[config.mk]
export PLATFORM = sky130hd
export DESIGN_NAME = vx_dispatch_arbiter
export DESIGN_NICKNAME = d
export VERILOG_FILES = /design/src/rtl/vx_dispatch_arbiter_pkg.sv /design/src/rtl/vx_rr_starve_arbiter.sv /design/src/rtl/vx_dispatch_arbiter.sv
export SDC_FILE = /design/constraint.sdc
export NUM_CORES = 1
export LEC_CHECK = 0
export ABC_AREA = 1
export CORE_AREA = 2 2 134 188
export CTS_CLUSTER_DIAMETER = 50
export DETAILED_ROUTE_END_ITERATION = 16
export DIE_AREA = 0 0 136 190
export PLACE_DENSITY = 0.75
export SYNTH_ARGS = -nofsm -noshare
export SYNTH_HDL_FRONTEND = slang
export SYNTH_HIERARCHICAL = 1
export SYNTH_SLANG_ARGS = --single-unit
[constraint.sdc]
create_clock -name clk -period 3.31 [get_ports clk]
set_clock_uncertainty 0.15 [all_clocks]
set_input_delay 0.331 -clock clk [delete_from_list [all_inputs] [get_ports clk]]
set_output_delay 0.331 -clock clk [all_outputs]
set_load 0.005 [all_outputs]
[src/rtl/vx_dispatch_arbiter_pkg.sv]
// Shared types and helpers for the EX dispatch arbiter and its users.
package vx_dispatch_arbiter_pkg;

  localparam int DISP_DATAW = 64;

  typedef struct packed {
    logic                  valid;
    logic [DISP_DATAW-1:0] data;
  } dispatch_arb_req_t;

  function automatic int wis_to_wid(input int wis, input int isw, input int issue_cnt);
    return wis * issue_cnt + isw;
  endfunction

  // Slot-index width; a single slot still gets a 1-bit index.
  function automatic int log2up(input int n);
    return (n > 1) ? $clog2(n) : 1;
  endfunction

endpackage

[src/rtl/vx_rr_starve_arbiter.sv]
// Round-robin arbiter with per-requester wait counters; a requester that has
// waited STARVE_LIMIT cycles overrides the round-robin order.
module vx_rr_starve_arbiter
  import vx_dispatch_arbiter_pkg::*;
#(
  parameter int NUM_REQS     = 4,
  parameter int STARVE_LIMIT = 8,
  localparam int IDXW        = log2up(NUM_REQS)
) (
  input  logic                clk,
  input  logic                reset,
  input  logic [NUM_REQS-1:0] requests,
  input  logic                fire,
  output logic [NUM_REQS-1:0] grant_onehot,
  output logic [IDXW-1:0]     grant_index,
  output logic                grant_valid
);

  localparam int CNTW = $clog2(STARVE_LIMIT + 1);
  localparam int CW   = IDXW + 1;
  localparam logic [CNTW-1:0] LIMIT = CNTW'(STARVE_LIMIT);

  logic [IDXW-1:0]                rr;
  logic [NUM_REQS-1:0][CNTW-1:0]  wait_cnt;
  logic [NUM_REQS-1:0]            starved;
  logic [CW-1:0]                  cand;

  always_comb begin
    grant_index = '0;
    grant_valid = 1'b0;
    cand        = '0;
    for (int i = 0; i < NUM_REQS; i++)
      starved[i] = requests[i] && (wait_cnt[i] == LIMIT);
    // Descending scans let the last hit (lowest index / nearest to rr) win.
    if (|starved) begin
      grant_valid = 1'b1;
      for (int i = NUM_REQS - 1; i >= 0; i--)
        if (starved[i]) grant_index = IDXW'(i);
    end else begin
      for (int k = NUM_REQS - 1; k >= 0; k--) begin
        cand = {1'b0, rr} + CW'(k);
        if (cand >= CW'(NUM_REQS)) cand = cand - CW'(NUM_REQS);
        if (requests[cand[IDXW-1:0]]) begin
          grant_index = cand[IDXW-1:0];
          grant_valid = 1'b1;
        end
      end
    end
  end

  always_comb begin
    grant_onehot = '0;
    if (grant_valid) grant_onehot[grant_index] = 1'b1;
  end

  always_ff @(posedge clk or posedge reset) begin
    if (reset) begin
      rr       <= '0;
      wait_cnt <= '0;
    end else begin
      if (fire)
        rr <= (grant_index == IDXW'(NUM_REQS - 1)) ? '0 : grant_index + IDXW'(1);
      for (int i = 0; i < NUM_REQS; i++) begin
        if (!requests[i] || (fire && grant_onehot[i]))
          wait_cnt[i] <= '0;
        else if (wait_cnt[i] != LIMIT)
          wait_cnt[i] <= wait_cnt[i] + CNTW'(1);
      end
    end
  end

endmodule

[src/rtl/vx_dispatch_arbiter.sv]
// Shares one EX dispatch port among ISSUE_CNT slots: registered output with
// skid-free full throughput, winning slot index attached, stall perf counter.
module vx_dispatch_arbiter
  import vx_dispatch_arbiter_pkg::*;
#(
  parameter int ISSUE_CNT    = 4,
  parameter int DATAW        = 64,
  parameter int STARVE_LIMIT = 8,
  parameter int PERF_W       = 44,
  localparam int ISW_W       = log2up(ISSUE_CNT)
) (
  input  logic                       clk,
  input  logic                       reset,
  input  logic [ISSUE_CNT-1:0]       in_valid,
  input  logic [ISSUE_CNT*DATAW-1:0] in_data,
  output logic [ISSUE_CNT-1:0]       in_ready,
  output logic                       out_valid,
  output logic [DATAW-1:0]           out_data,
  output logic [ISW_W-1:0]           out_isw,
  input  logic                       out_ready,
  output logic [PERF_W-1:0]          perf_stalls
);

  logic [ISSUE_CNT-1:0][DATAW-1:0] slot_data;
  logic [ISSUE_CNT-1:0]            grant_onehot;
  logic [ISW_W-1:0]                grant_index;
  logic                            grant_valid;
  logic                            can_load;
  logic                            fire;

  assign slot_data = in_data;
  assign can_load  = ~out_valid | out_ready;
  // Nothing is accepted while reset is held, even though grant is combinational.
  assign fire      = grant_valid & can_load & ~reset;
  assign in_ready  = grant_onehot & {ISSUE_CNT{can_load & ~reset}};

  vx_rr_starve_arbiter #(
    .NUM_REQS     (ISSUE_CNT),
    .STARVE_LIMIT (STARVE_LIMIT)
  ) u_arb (
    .clk          (clk),
    .reset        (reset),
    .requests     (in_valid),
    .fire         (fire),
    .grant_onehot (grant_onehot),
    .grant_index  (grant_index),
    .grant_valid  (grant_valid)
  );

  always_ff @(posedge clk or posedge reset) begin
    if (reset) begin
      out_valid <= 1'b0;
      out_data  <= '0;
      out_isw   <= '0;
    end else if (fire) begin
      out_valid <= 1'b1;
      out_data  <= slot_data[grant_index];
      out_isw   <= grant_index;
    end else if (out_ready) begin
      out_valid <= 1'b0;
    end
  end

  always_ff @(posedge clk or posedge reset) begin
    if (reset)
      perf_stalls <= '0;
    else if (|in_valid && !(|in_ready))
      perf_stalls <= perf_stalls + PERF_W'(1);
  end

endmodule

* Yosys cells after proc, flatten, opt, wreduce, memory -nomap -nowiden
Index checks and enable logic that the tools add are counted.
Cells by class: reduce and logical (&&, ||, !) cells 27, order comparisons 10, add/subtract/negate cells 13, equality and inequality tests 9, bitwise operators 7, mux-type cells 46
Operators by type and width (count):
- $bmux W64 S2 | 1
- $mux W64 | 1
- $add A44 B1 Y44 const B | 1
- $mux W2 | 18
- $mux W4 | 9
- $add A4 B1 Y4 const B | 4
- $eq A4 B4 Y1 const B | 4
- $ne A4 B4 Y1 const B | 4
- $lt A2 B3 Y1 const B | 5
- $mux W1 | 12
- $reduce_or A4 Y1 | 3
- $logic_and A1 B1 Y1 | 10
- $reduce_bool A2 Y1 | 5
- $ge A3 B3 Y1 const B | 3
- $bmux W1 S2 | 4
- $sub A2 B1 Y2 const B | 4
- $add A2 B2 Y3 const B | 2
- $logic_not A1 Y1 | 5
- $and A4 B4 Y4 | 1
- $logic_or A1 B1 Y1 | 4
- $add A2 B1 Y3 const B | 1
- $and A1 B1 Y1 | 3
- $ge A2 B3 Y1 const B | 1
- $add A2 B1 Y2 const B | 1
- other kinds (5) | 6
Storage, ports and cells: bits of input ports 263, register bits 129

* Depth between registers and ports, before layout
depth in word-level cells 20, depth in mapped cells 22

* Hierarchy
The synthesis kept the hierarchy.
Modules (own cells, without submodules):
- vx_dispatch_arbiter | area each 6939.2 um2, instances 1, cells each 1027
- vx_rr_starve_arbiter | area each 1397.6 um2, instances 1, cells each 185

* Worst setup path after synthesis
No wires, ideal clock.
kind input to register, start input reset, end register perf_stalls[22], arrival 3686 ps, buffers on the path 1, setup slack -642 ps, stages 7, cells stage by stage inv_1 -> nand2_1 -> a31oi_1 -> nor2_2 -> buf_2 -> nand2_1 -> nand2_1
Between the ends: cells in the longest elaborated chain, start to end 6
Ends and longest elaborated chain:
- from (decl) | RTL line vx_dispatch_arbiter.sv:13 | input logic reset,
- $not A1 Y1 | RTL line vx_dispatch_arbiter.sv:35 | assign in_ready = grant_onehot & {ISSUE_CNT{can_load & ~reset}};
- $and A1 B1 Y1 | RTL line vx_dispatch_arbiter.sv:35
- $and A4 B4 Y4 | RTL line vx_dispatch_arbiter.sv:35
- $reduce_or A4 Y1 | RTL line vx_dispatch_arbiter.sv:67 | else if (|in_valid && !(|in_ready))
- $logic_not A1 Y1 | RTL line vx_dispatch_arbiter.sv:67
- $logic_and A1 B1 Y1 | RTL line vx_dispatch_arbiter.sv:67
- to (signal assigned) | RTL line vx_dispatch_arbiter.sv:68 | perf_stalls <= perf_stalls + PERF_W'(1);
- to (decl) | RTL line vx_dispatch_arbiter.sv:21 | output logic [PERF_W-1:0] perf_stalls
No other way between the ends. A chain may end at the register's enable or synchronous reset.

* Final worst setup path
start register u_arb/wait_cnt[8] in the netlist's numbering, end output in_ready[1]
Between the ends: cells in the longest elaborated chain, start to end 12, elaborated cells between the ends (all ways) 15
Ends and longest elaborated chain:
- from (decl) | RTL line vx_rr_starve_arbiter.sv:24 | logic [NUM_REQS-1:0][CNTW-1:0] wait_cnt;
- from (signal, indexed assignment) | RTL line vx_rr_starve_arbiter.sv:67 | wait_cnt[i] <= wait_cnt[i] + CNTW'(1);
- $eq A4 B4 Y1 * | RTL line vx_rr_starve_arbiter.sv:33 | starved[i] = requests[i] && (wait_cnt[i] == LIMIT);
- $logic_and A1 B1 Y1 * | RTL line vx_rr_starve_arbiter.sv:33
- $mux W2 (3 in series) | RTL line vx_rr_starve_arbiter.sv:38 | if (starved[i]) grant_index = IDXW'(i);
- $mux W2 * | RTL line vx_rr_starve_arbiter.sv:35 | if (|starved) begin
- net grant_index[1] | RTL line vx_dispatch_arbiter.sv:26 | logic [ISW_W-1:0] grant_index;
- $lt A2 B3 Y1 (not written as such) / $ge A2 B1 Y1 (equally long branches) | RTL line vx_rr_starve_arbiter.sv:53 | if (grant_valid) grant_onehot[grant_index] = 1'b1;
- $logic_and A1 B1 Y1 (not written as such) | RTL line vx_rr_starve_arbiter.sv:53
- $mux W1 (not written as such) | RTL line vx_rr_starve_arbiter.sv:53
- $demux W1 S2 *
- $mux W4 * | RTL line vx_rr_starve_arbiter.sv:53
- net grant_onehot[1] | RTL line vx_dispatch_arbiter.sv:25 | logic [ISSUE_CNT-1:0] grant_onehot;
- $and A4 B4 Y4 * | RTL line vx_dispatch_arbiter.sv:35
- to (decl) | RTL line vx_dispatch_arbiter.sv:16 | output logic [ISSUE_CNT-1:0] in_ready,
The timed path passes the listed nets; every way through them passes the cells marked *.

==> impl_metrics.tcl <==
set metrics [dict create \
    drt_pass1_iterations 5 \
    drive_above_1_share_pct 10.7 \
    post-dp-hpwl_mm 23.8 \
    layout_common_cells "nand2_1 (382), clkdlybuf4s50_1 (373), nor2_1 (193)" \
    fin_ws_ns 0.0340 \
    yosys.area_share.simple_pct 34.8 \
    crit_path_top_delay_cell "dfrtp_1" \
    synth_top_family_by_area "simple AND/OR/NAND/NOR gates" \
    crit_buf_inv 8 \
    drt_iter0_drc 546 \
    synth_nets 1488 \
    grt_pass1_vias 9510 \
    ys_seq_elements 129 \
    ios 378 \
    diodes 0 \
    syn_area_um2 8340 \
    arrival_ns 2.79 \
    syn_to_final_growth_pct 61.7 \
    status "finished clean" \
    crit_fanout 4 \
    ys_warn_count 6 \
    drcViolationCount 0 \
    insertion_delay_ns 0.42 \
    synth_edf_count 0 \
    period_share_pct 99.0 \
    htree_levels 4 \
    start_util_pct 34.3 \
    wl_per_cell_um 16.4 \
    setup_viol 0 \
    critPathKind "reg -> out" \
    viasPerCell 5.01 \
    core-area_um2 24300 \
    synth_mux_area_share_pct 0 \
    fin_setup_tns_ns 0 \
    synth_xor_area_share_pct 3.89 \
    num_vias 9680 \
    routed_wirelength_mm 31.7 \
    grt_first_pass_wirelength_mm 48.7 \
    rsz0062_at_grt "true" \
    slowest_delay_ns 0.38 \
    synth_top_flop_cell "dfrtp_1" \
    synthDistinctLibCells 37 \
    cts_buffer_depth 2 \
    stdcell_area_um2 13500 \
    worst_pin_slew_ns 0.707 \
    cap_violations 0 \
    fin_util_pct 55.4 \
    overflow 0 \
    min_path_type "in -> async" \
    grt_usage_pct 24.2 \
    slew_headroom_pct 52.8 \
    syn_avg_cell_area_um2 6.88 \
    nets 1879 \
    clockRootBuffer "clkbuf_16" \
    final_common_cell "nand2_1" \
    antenna_left 0 \
    synth_compound_gate_area_share_pct 14.1 \
    worstPathCellList "inv_2 > ha_2 > nand2_1 > nor2_2 > inv_2 > nor2_4 > inv_1 > nand3_2 > a31oi_4 > a21oi_4 > buf_4 > inv_2 > ha_1 > inv_1 > nor2_2 > inv_1 > nor2_1 > dlygate4sd2_1" \
    timing.hold.ws_ns 0.323 \
    crit_family "buffers and inverters" \
    antenna_found_initial 0 \
    powerDensity_nw_per_um2 1020 \
    synthAdderAreaFrac_pct 1.95 \
    startpoint_type "flop" \
    clk_pin_slew_ns 0.06 \
    cts_buffers 17 \
    placementRows 68 \
    end_kind "output port" \
    die_w_um 136 \
    synth-seq-area-share_pct 38.7 \
    io_buffers 377 \
    peakVddDrop_uv 841 \
    gp_congestion 0.979 \
    post-place-ws_ns -0.161 \
    die_y_um 190 \
    placed_cell_area_um2 12600 \
    fmax_ghz 0.305 \
    grt_max_degree 112 \
    dieArea_um2 25800 \
    drv_slew 0 \
    cp.required_ns 2.83 \
    period_needed_ns 3.28 \
    cts_sinks 129 \
    cts_tree "yes" \
    power.leakage_nw 5.87 \
    post_synth_inst_count 1212 \
    async_flop_share_pct 100 \
    hold_violations 0 \
]
-- stage by stage --
stage	total power, W	cells
after floorplan	0.00785	1212
after global placement	0.0112	1882
after detailed placement	0.0113	1882
after CTS	0.0135	1922
after global routing	0.0148	1931
final	0.0137	1931
-- cells in the mapped netlist (4+ instances only) --
library cell	n	area (um2)
a21oi_2	5	43.8
buf_2	26	130
clkbuf_1	29	109
dfrtp_1	129	3230
ha_1	13	163
inv_1	71	267
nand2_1	387	1450
nand2_2	15	93.8
nand2_4	4	45.0
nand3_1	30	150
nand3_2	6	60.1
nand3b_1	6	45.0
nand4_1	9	56.3
nor2_1	202	758
nor2_2	9	56.3
nor2_4	7	78.8
nor3_1	5	25.0
nor3_2	4	40.0
o21ai_0	135	676
o22ai_1	64	400
xnor2_1	12	105
xor2_1	25	219
-- what timing repair did --
item                                    CTS  global route
pin swaps                                 3             4
endpoints found under the setup margin   12            28
buffers inserted                          8             9
hold buffers                              0             0
resized for setup                        23            21
-- logic make-up after synthesis --
group / Yosys count
AO/OA/AOI/OAI: 212
adder cells (fa/ha/maj): 13
AND/OR/NAND/NOR: 689
XOR/XNOR: 37
flip-flops: 129
buffers and inverters: 132
-- registers in the layout, indices dropped and copies added, names as in the netlist --
register        cells
out_data           64
out_isw             2
out_valid           1
perf_stalls        44
u_arb/rr            2
u_arb/wait_cnt     16
-- metal layers --
| layer | part of all wire [%] | track usage [%] |
|---|---|---|
| met2 | 50 | 40.6 |
| met5 | 0 | 0 |
| met1 | 39 | 28.2 |
| met4 | 4.6 | 12.1 |
| met3 | 7.2 | 6.26 |
-- final cells by class --
| cell class | count | area, um2 |
|---|---|---|
| well taps | 315 | 394 |
| clock inverters | 13 | 163 |
| flip-flops and latches | 129 | 3230 |
| inverters | 73 | 283 |
| clock buffers | 19 | 443 |
| multi-input cells | 951 | 4690 |
| repair buffers | 431 | 4270 |
| fillers | 2306 | 10900 |
-- path summary, 6_finish.rpt --
kind	to	cells after the start	slack (ns)	start
setup / recovery	in_ready[1]	18	0.03	u_arb/wait_cnt[8]
hold / removal	u_arb/wait_cnt[5]	2	0.32	reset
setup reg to reg	perf_stalls[22]	21	0.08	u_arb/wait_cnt[8]
hold reg to reg	out_data[60]	2	0.33	out_data[60]
max in group asynchronous	perf_stalls[0]	3	2.10	reset
min in group clk	out_data[60]	2	0.33	out_data[60]
-- power by group --
| group | internal, W | switching, W |
|---|---|---|
| sequential | 0.00213 | 0.000369 |
| clock | 0.00120 | 0.000743 |
| combinational | 0.00380 | 0.00545 |
| total | 0.00713 | 0.00656 |
(Power assumes the default switching activity.)
